===== src/rtl/servo_load_scheduler_pkg.sv =====
// Shared types and default sizing for the servo load scheduler.
package servo_pkg;

  localparam int unsigned DefNumCh      = 8;
  localparam int unsigned DefFrameTicks = 2560;

  typedef enum logic [1:0] {
    StIdle,
    StSetup,
    StStrobe,
    StHold
  } state_e;

endpackage


===== src/rtl/servo_load_scheduler_if.sv =====
// Command handshake bundle: producer drives valid/ch/duty, scheduler returns ready.
interface servo_load_scheduler_if #(
  parameter int unsigned CHW = 4
);

  logic           cmd_valid;
  logic           cmd_ready;
  logic [CHW-1:0] cmd_ch;
  logic [7:0]     cmd_duty;

  modport master (output cmd_valid, output cmd_ch, output cmd_duty, input cmd_ready);
  modport slave  (input cmd_valid, input cmd_ch, input cmd_duty, output cmd_ready);

endinterface


===== src/rtl/servo_load_scheduler_frame_timer.sv =====
// Free-running servo frame counter; frame_start marks count zero.
module servo_frame_timer
  import servo_pkg::*;
#(
  parameter int unsigned FRAME_TICKS = DefFrameTicks
) (
  input  logic clk,
  input  logic reset,
  output logic frame_start
);

  localparam int unsigned CW = $clog2(FRAME_TICKS);

  logic [CW-1:0] count_q;

  // Count 0..FRAME_TICKS-1 and wrap.
  always_ff @(posedge clk or posedge reset) begin
    if (reset) begin
      count_q <= '0;
    end else if (count_q == CW'(FRAME_TICKS - 1)) begin
      count_q <= '0;
    end else begin
      count_q <= count_q + 1'b1;
    end
  end

  assign frame_start = (count_q == '0);

endmodule


===== src/rtl/servo_load_scheduler.sv =====
// Servo load scheduler: buffers per-channel duty codes and, once per frame,
// commits pending ones in ascending channel order over a shared duty bus
// (SETUP / STROBE / HOLD, three cycles per channel).
// Optional feature: define SERVO_SCHED_BROADCAST_EN so that the all-ones
// channel index writes every channel instead of flagging an error.
module servo_load_scheduler
  import servo_pkg::*;
#(
  parameter int unsigned NUM_CH      = DefNumCh,
  parameter int unsigned FRAME_TICKS = DefFrameTicks
) (
  input  logic                clk,
  input  logic                reset,
  servo_load_scheduler_if.slave cmd,
  output logic [7:0]          dutycycle,
  output logic [NUM_CH-1:0]   load,
  output logic                frame_start,
  output logic                busy,
  output logic                err_badch
);

  localparam int unsigned     CHW    = $clog2(NUM_CH + 1);
  localparam logic [CHW-1:0]  NumChW = CHW'(NUM_CH);

  state_e            state_q, state_d;
  logic [CHW-1:0]    sel_q, sel_d;
  logic [NUM_CH-1:0] pending_q, pending_d;
  logic [7:0]        shadow_q [NUM_CH];
  logic [7:0]        duty_q, sel_duty;
  logic              err_q;
  logic              accept, ch_valid, ch_bcast;
  logic              low_found, next_found;
  logic [CHW-1:0]    low_idx, next_idx;

  servo_frame_timer #(
    .FRAME_TICKS (FRAME_TICKS)
  ) u_timer (
    .clk         (clk),
    .reset       (reset),
    .frame_start (frame_start)
  );

  assign cmd.cmd_ready = (state_q == StIdle);
  assign accept        = cmd.cmd_valid & cmd.cmd_ready;
  assign ch_valid      = (cmd.cmd_ch < NumChW);
`ifdef SERVO_SCHED_BROADCAST_EN
  assign ch_bcast      = (cmd.cmd_ch == {CHW{1'b1}});
`else
  assign ch_bcast      = 1'b0;
`endif

  // Lowest pending channel overall, and lowest pending above the current selection.
  always_comb begin
    low_found  = 1'b0;
    low_idx    = '0;
    next_found = 1'b0;
    next_idx   = '0;
    for (int i = NUM_CH - 1; i >= 0; i--) begin
      if (pending_q[i]) begin
        low_found = 1'b1;
        low_idx   = CHW'(i);
        if (CHW'(i) > sel_q) begin
          next_found = 1'b1;
          next_idx   = CHW'(i);
        end
      end
    end
  end

  // Shadow value of the selected channel.
  always_comb begin
    sel_duty = '0;
    for (int i = 0; i < NUM_CH; i++) begin
      if (sel_q == CHW'(i)) sel_duty = shadow_q[i];
    end
  end

  // Commit sequencer next-state; frame_start is only looked at in idle.
  always_comb begin
    state_d = state_q;
    sel_d   = sel_q;
    unique case (state_q)
      StIdle: begin
        if (frame_start && low_found) begin
          state_d = StSetup;
          sel_d   = low_idx;
        end
      end
      StSetup:  state_d = StStrobe;
      StStrobe: state_d = StHold;
      StHold: begin
        if (next_found) begin
          state_d = StSetup;
          sel_d   = next_idx;
        end else begin
          state_d = StIdle;
        end
      end
      default:  state_d = StIdle;
    endcase
  end

  // Pending bits: set on accepted writes, cleared once the channel has been held.
  always_comb begin
    pending_d = pending_q;
    if (state_q == StHold) begin
      for (int i = 0; i < NUM_CH; i++) begin
        if (sel_q == CHW'(i)) pending_d[i] = 1'b0;
      end
    end
    if (accept) begin
      if (ch_bcast) begin
        pending_d = '1;
      end else if (ch_valid) begin
        for (int i = 0; i < NUM_CH; i++) begin
          if (cmd.cmd_ch == CHW'(i)) pending_d[i] = 1'b1;
        end
      end
    end
  end

  // Sequencer, pending and error state.
  always_ff @(posedge clk or posedge reset) begin
    if (reset) begin
      state_q   <= StIdle;
      sel_q     <= '0;
      pending_q <= '0;
      err_q     <= 1'b0;
    end else begin
      state_q   <= state_d;
      sel_q     <= sel_d;
      pending_q <= pending_d;
      if (accept && !ch_valid && !ch_bcast) err_q <= 1'b1;
    end
  end

  // Shadow registers, last write wins.
  always_ff @(posedge clk or posedge reset) begin
    if (reset) begin
      for (int i = 0; i < NUM_CH; i++) shadow_q[i] <= '0;
    end else if (accept) begin
      for (int i = 0; i < NUM_CH; i++) begin
        if (ch_bcast || (cmd.cmd_ch == CHW'(i))) shadow_q[i] <= cmd.cmd_duty;
      end
    end
  end

  // Capture the driven duty at the end of SETUP so the bus holds it afterwards.
  always_ff @(posedge clk or posedge reset) begin
    if (reset) begin
      duty_q <= '0;
    end else if (state_q == StSetup) begin
      duty_q <= sel_duty;
    end
  end

  // Strobe decode straight from state so reset drops it without waiting for a clock.
  always_comb begin
    load = '0;
    if (state_q == StStrobe) begin
      for (int i = 0; i < NUM_CH; i++) load[i] = (sel_q == CHW'(i));
    end
  end

  assign dutycycle = (state_q == StSetup) ? sel_duty : duty_q;
  assign busy      = (state_q != StIdle);
  assign err_badch = err_q;

endmodule


===== src/flat_wrapper.sv =====
// flat-port wrapper written by rule: the top's interface ports become plain ports
module servo_load_scheduler_flat import servo_pkg::*;
#(
  parameter int unsigned NUM_CH      = DefNumCh,
  parameter int unsigned FRAME_TICKS = DefFrameTicks
)
  (clk, reset, dutycycle, load, frame_start, busy, err_badch, cmd_cmd_valid, cmd_cmd_ch, cmd_cmd_duty, cmd_cmd_ready);
  servo_load_scheduler_if #(.CHW((4))) cmd_i ();
  input  logic clk;
  input  logic reset;
  output logic [7:0] dutycycle;
  output logic [NUM_CH-1:0] load;
  output logic frame_start;
  output logic busy;
  output logic err_badch;
  input wire logic [$bits(cmd_i.cmd_valid)-1:0] cmd_cmd_valid;
  input wire logic [$bits(cmd_i.cmd_ch)-1:0] cmd_cmd_ch;
  input wire logic [$bits(cmd_i.cmd_duty)-1:0] cmd_cmd_duty;
  output wire logic [$bits(cmd_i.cmd_ready)-1:0] cmd_cmd_ready;
  assign cmd_i.cmd_valid = cmd_cmd_valid;
  assign cmd_i.cmd_ch = cmd_cmd_ch;
  assign cmd_i.cmd_duty = cmd_cmd_duty;
  assign cmd_cmd_ready = cmd_i.cmd_ready;
  servo_load_scheduler #(.NUM_CH(NUM_CH), .FRAME_TICKS(FRAME_TICKS)) u_core (.clk(clk), .reset(reset), .cmd(cmd_i), .dutycycle(dutycycle), .load(load), .frame_start(frame_start), .busy(busy), .err_badch(err_badch));
endmodule

===== config.mk =====
export PLATFORM = sky130hd
export DESIGN_NAME = servo_load_scheduler_flat
export DESIGN_NICKNAME = d
export VERILOG_FILES = /design/src/rtl/servo_load_scheduler_pkg.sv /design/src/rtl/servo_load_scheduler_if.sv /design/src/rtl/servo_load_scheduler_frame_timer.sv /design/src/rtl/servo_load_scheduler.sv /design/src/flat_wrapper.sv
export SDC_FILE = /design/constraint.sdc
export NUM_CORES = 1
export LEC_CHECK = 0
export CAP_MARGIN = 0
export CORE_ASPECT_RATIO = 0.9
export CORE_MARGIN = 1.5
export CORE_UTILIZATION = 55
export CTS_CLUSTER_SIZE = 16
export DETAILED_ROUTE_END_ITERATION = 16
export GPL_ROUTABILITY_DRIVEN = 0
export GPL_TIMING_DRIVEN = 0
export PLACE_DENSITY = 0.86
export SLEW_MARGIN = 10
export SYNTH_ARGS = -nofsm -noshare
export SYNTH_HDL_FRONTEND = slang
export SYNTH_SLANG_ARGS = --single-unit

===== constraint.sdc =====
create_clock -name clk -period 4.67 [get_ports clk]
set_input_delay 0.934 -clock clk [delete_from_list [all_inputs] [get_ports clk]]
set_output_delay 0.934 -clock clk [all_outputs]
set_load 0.03 [all_outputs]

==> results.md <==
* Status: complete, no violations
* Post-CTS Setup Repair Bufs at 0
* End of the critical path: dutycycle[3]
* Pre-CTS WS at 1.226 ns
* Fin util at 64.98%
* Final period utilization at 82.05%
* Avg Inst Size Synth at 11.79 µm²
* Post-Syn Nets at 432
* Global-route wire length before repair at 18600 µm
* Die area at 9381 µm²
* Async S/R FF share, synth at 100.0%
* Worst reg2reg setup slack at 2.28 ns
* GRT Overall Usage at 26.19%
* TritonRoute pass-1 iters at 6
* Clock Sinks at 98
* Worst setup path start: u_core.sel_q[0]
* Hpwl dp at 7610 µm
* Fmax at 261.0 MHz
* Worst path bufs/invs at 4
* Crit path launch type: register
* CP Capture Type: output port
* Hold Crit Class: reg2reg
* Worst skew pair latency at 0.36 ns
* Drt wl/cell at 19.36 µm
* WHS Path Cells at 1
* Largest family of logic cells by synthesized area: multiplexers
* Post-synthesis simple-gate area fraction at 13.12%
* Post-Syn Area at 4845 µm²
* HP Start: u_core.shadow_q[23]
* Slowest cell on the critical path: clkdlybuf4s50_1
* Antenna violations before repair at 0
* Iteration-0 DRC Markers at 406
* WS Path Type: reg2out
* I/O Pins at 35
* Max_cap viols at 0
* CP max FO at 10
* Layout cells sized above 1 at 25.97%
* RR Endpoint: u_core.shadow_q[16]
* DRT Wirelength at 11250 µm
* R2R cell count at 7
* Register bit count reported by yosys at 98
* Worst-Margin Slew at 0.8483 ns
* Hold_ws at 0.5029 ns
* Yosys warns at 0
* Netlist cell types at 53
* CTS tree: yes
* Crit path depth at 7
* Final ANT Viol Nets at 0
* Die span in y at 92.04 µm
* R2R Path Start: u_core.state_q[0]
* Top delay family on crit path: buffers and inverters
* CP Data Required Time at 3.74 ns
* Period minus WS final at 3.832 ns
* P_leak at 2.521 nW
* Final Max Slew Viols at 0
* N_diodes at 0
* CTS clock-pin slew for the worst setup and hold paths at 0.10 ns
* Via density at 6.065
* Commonest cells post-synth: dfrtp_1 (98), mux2_2 (67), nor2_1 (38), o21ai_0 (32), nand2_1 (26)
* Most Frequent Cell on Critical Path: buf_2
* Most frequent cell after synthesis: dfrtp_1
* Top area cells in the synthesized netlist: dfrtp_1 (51%), mux2_2 (16%), mux4_2 (4.2%)
* Post-synth top area share at 50.62%
* Synth Area in Compound Gates at 8.110%
* Unrepaired setup endpoints after global routing: no
* Width of the die at 101.9 µm
* Port bufs at 34
* Final WS setup at 0.8383 ns
* Clock root buffer master: clkbuf_8
* Core area at 8568 µm²
* EDFF count, synth at 0
* Maximum vdd drop at 0.2603 mV
* Critical path arrival at 2.90 ns
* Row Count at 32
* Number of H-tree levels at 3
* Synthesis-to-finish area growth at 14.93%
* Nets@finish at 478
* Post-synthesis sequential area ratio at 50.62%
* Grt ovf at 0
* Starting Density at 56.54%
* Crit path cell chain: buf_4 -> buf_2 -> buf_2 -> o21ai_0 -> a211oi_1 -> mux2_2 -> clkdlybuf4s50_1
* Total number of vias at 3524
* Gate Count Post-Synth at 411
* XOR/XNOR Fraction of Synth Area at 1.808%
* Clock buffer depth at 2
* Final setup viols at 0
* Post-synthesis adder-cell area fraction at 1.550%
* Vias in the first global route at 3666
* Main flop type after synthesis: dfrtp_1
* PD cells at 601.9 nW/µm²
* Endpoints failing hold at 0
* # resized after CTS at 0
* Drc violations at 0
* Yosys top cell by area: dfrtp_1
* Max Clock Skew at 0.009318 ns
* Largest net degree at the start of global routing at 64
* Hold_buf cts at 0
* CTS Buf Count at 9
* Slew Limit Headroom at 43.02%
* CP max stage delay at 0.67 ns
* Mux contribution to synthesized area at 22.26%
## worst min-delay path by stage
| stage | endpoint | slack, ns |
|---|---|---|
| after global placement | u_core.err_badch | 0.45 |
| after detailed placement | u_core.shadow_q[23] | 0.47 |
| after CTS | u_core.shadow_q[23] | 0.50 |
| after floorplan | u_core.shadow_q[23] | 0.45 |
| final | u_core.shadow_q[23] | 0.50 |
| after global routing | u_core.shadow_q[48] | 0.53 |
## per-layer routing
layer,part of all wire [%],vias up,GRT usage [%],wire [µm]
met5,0,-,0,0
met3,5.8,38,3.887,653
li1,-,1550,-,-
met4,3.1,0,10.50,353
met1,41,1786,34.73,4641
met2,50,150,43.28,5601
## layout make-up
class                           count  area [µm²]
Clock inverter                      4       48.80
Inverter                           13       51.30
Clock buffer                       12       155.1
Tap cell                          119       148.9
Buffer                             14       73.82
Fill cell                         656        3000
Sequential cell                    98        2452
Timing Repair Buffer               35       367.9
Multi-Input combinational cell    286        2270
## through the flow
| step | instances | total power [mW] | area [µm²] | TNS (ns) |
|---|---|---|---|---|
| after CTS | 581 | 3.343 | 5568 | 0 |
| after detailed placement | 565 | 2.775 | 5364 | 0 |
| after global routing | 581 | 3.541 | 5568 | 0 |
| after global placement | 564 | 2.694 | 5334 | -12.87 |
| after floorplan | 411 | 2.309 | 4845 | 0 |
| final | 581 | 3.351 | 5568 | 0 |
## where the power goes
part / leakage, nW / internal (mW) / total [mW] / switching, mW
registers: 1.28 / 1.09 / 1.25 / 0.163
clock network: 0.107 / 0.278 / 0.563 / 0.286
logic: 1.14 / 0.688 / 1.54 / 0.850
## cells by family after synthesis
logic type | count (synthesis)
and+or+nand+nor | 117
buffers and inverters | 27
xor gates and xnor gates | 10
adders and majority gates | 6
DFF | 98
muxes | 87
AOI/OAI and AO/OA | 66
## layout by cell type (no fill, tap or decap), types with 2 or more instances in the layout
cell,instances
clkdlybuf4s50_1,34
nand2b_1,7
nor2b_1,12
buf_2,8
a31oi_1,2
a211oi_1,4
mux4_2,9
nor4_4,2
o21ai_0,32
dfrtp_1,98
nand4_1,2
nor3b_4,2
ha_1,6
a21oi_1,14
xor2_1,5
mux2_2,67
nor2_1,38
nor4_1,3
mux2_4,2
mux2i_1,8
nand3b_1,2
nand2_1,26
clkinv_2,2
inv_1,12
a21o_1,2
clkbuf_1,4
buf_4,3
nor3_1,3
nand3_1,8
xnor2_1,5
clkbuf_8,11
## state kept, by name (all words and copies together) (netlist names)
name / cells
u_core.duty_q: 8
u_core.err_badch: 1
u_core.pending_q: 8
u_core.sel_q: 3
u_core.shadow_q: 64
u_core.state_q: 2
u_core.u_timer.count_q: 12
(Power assumes the default switching activity.)
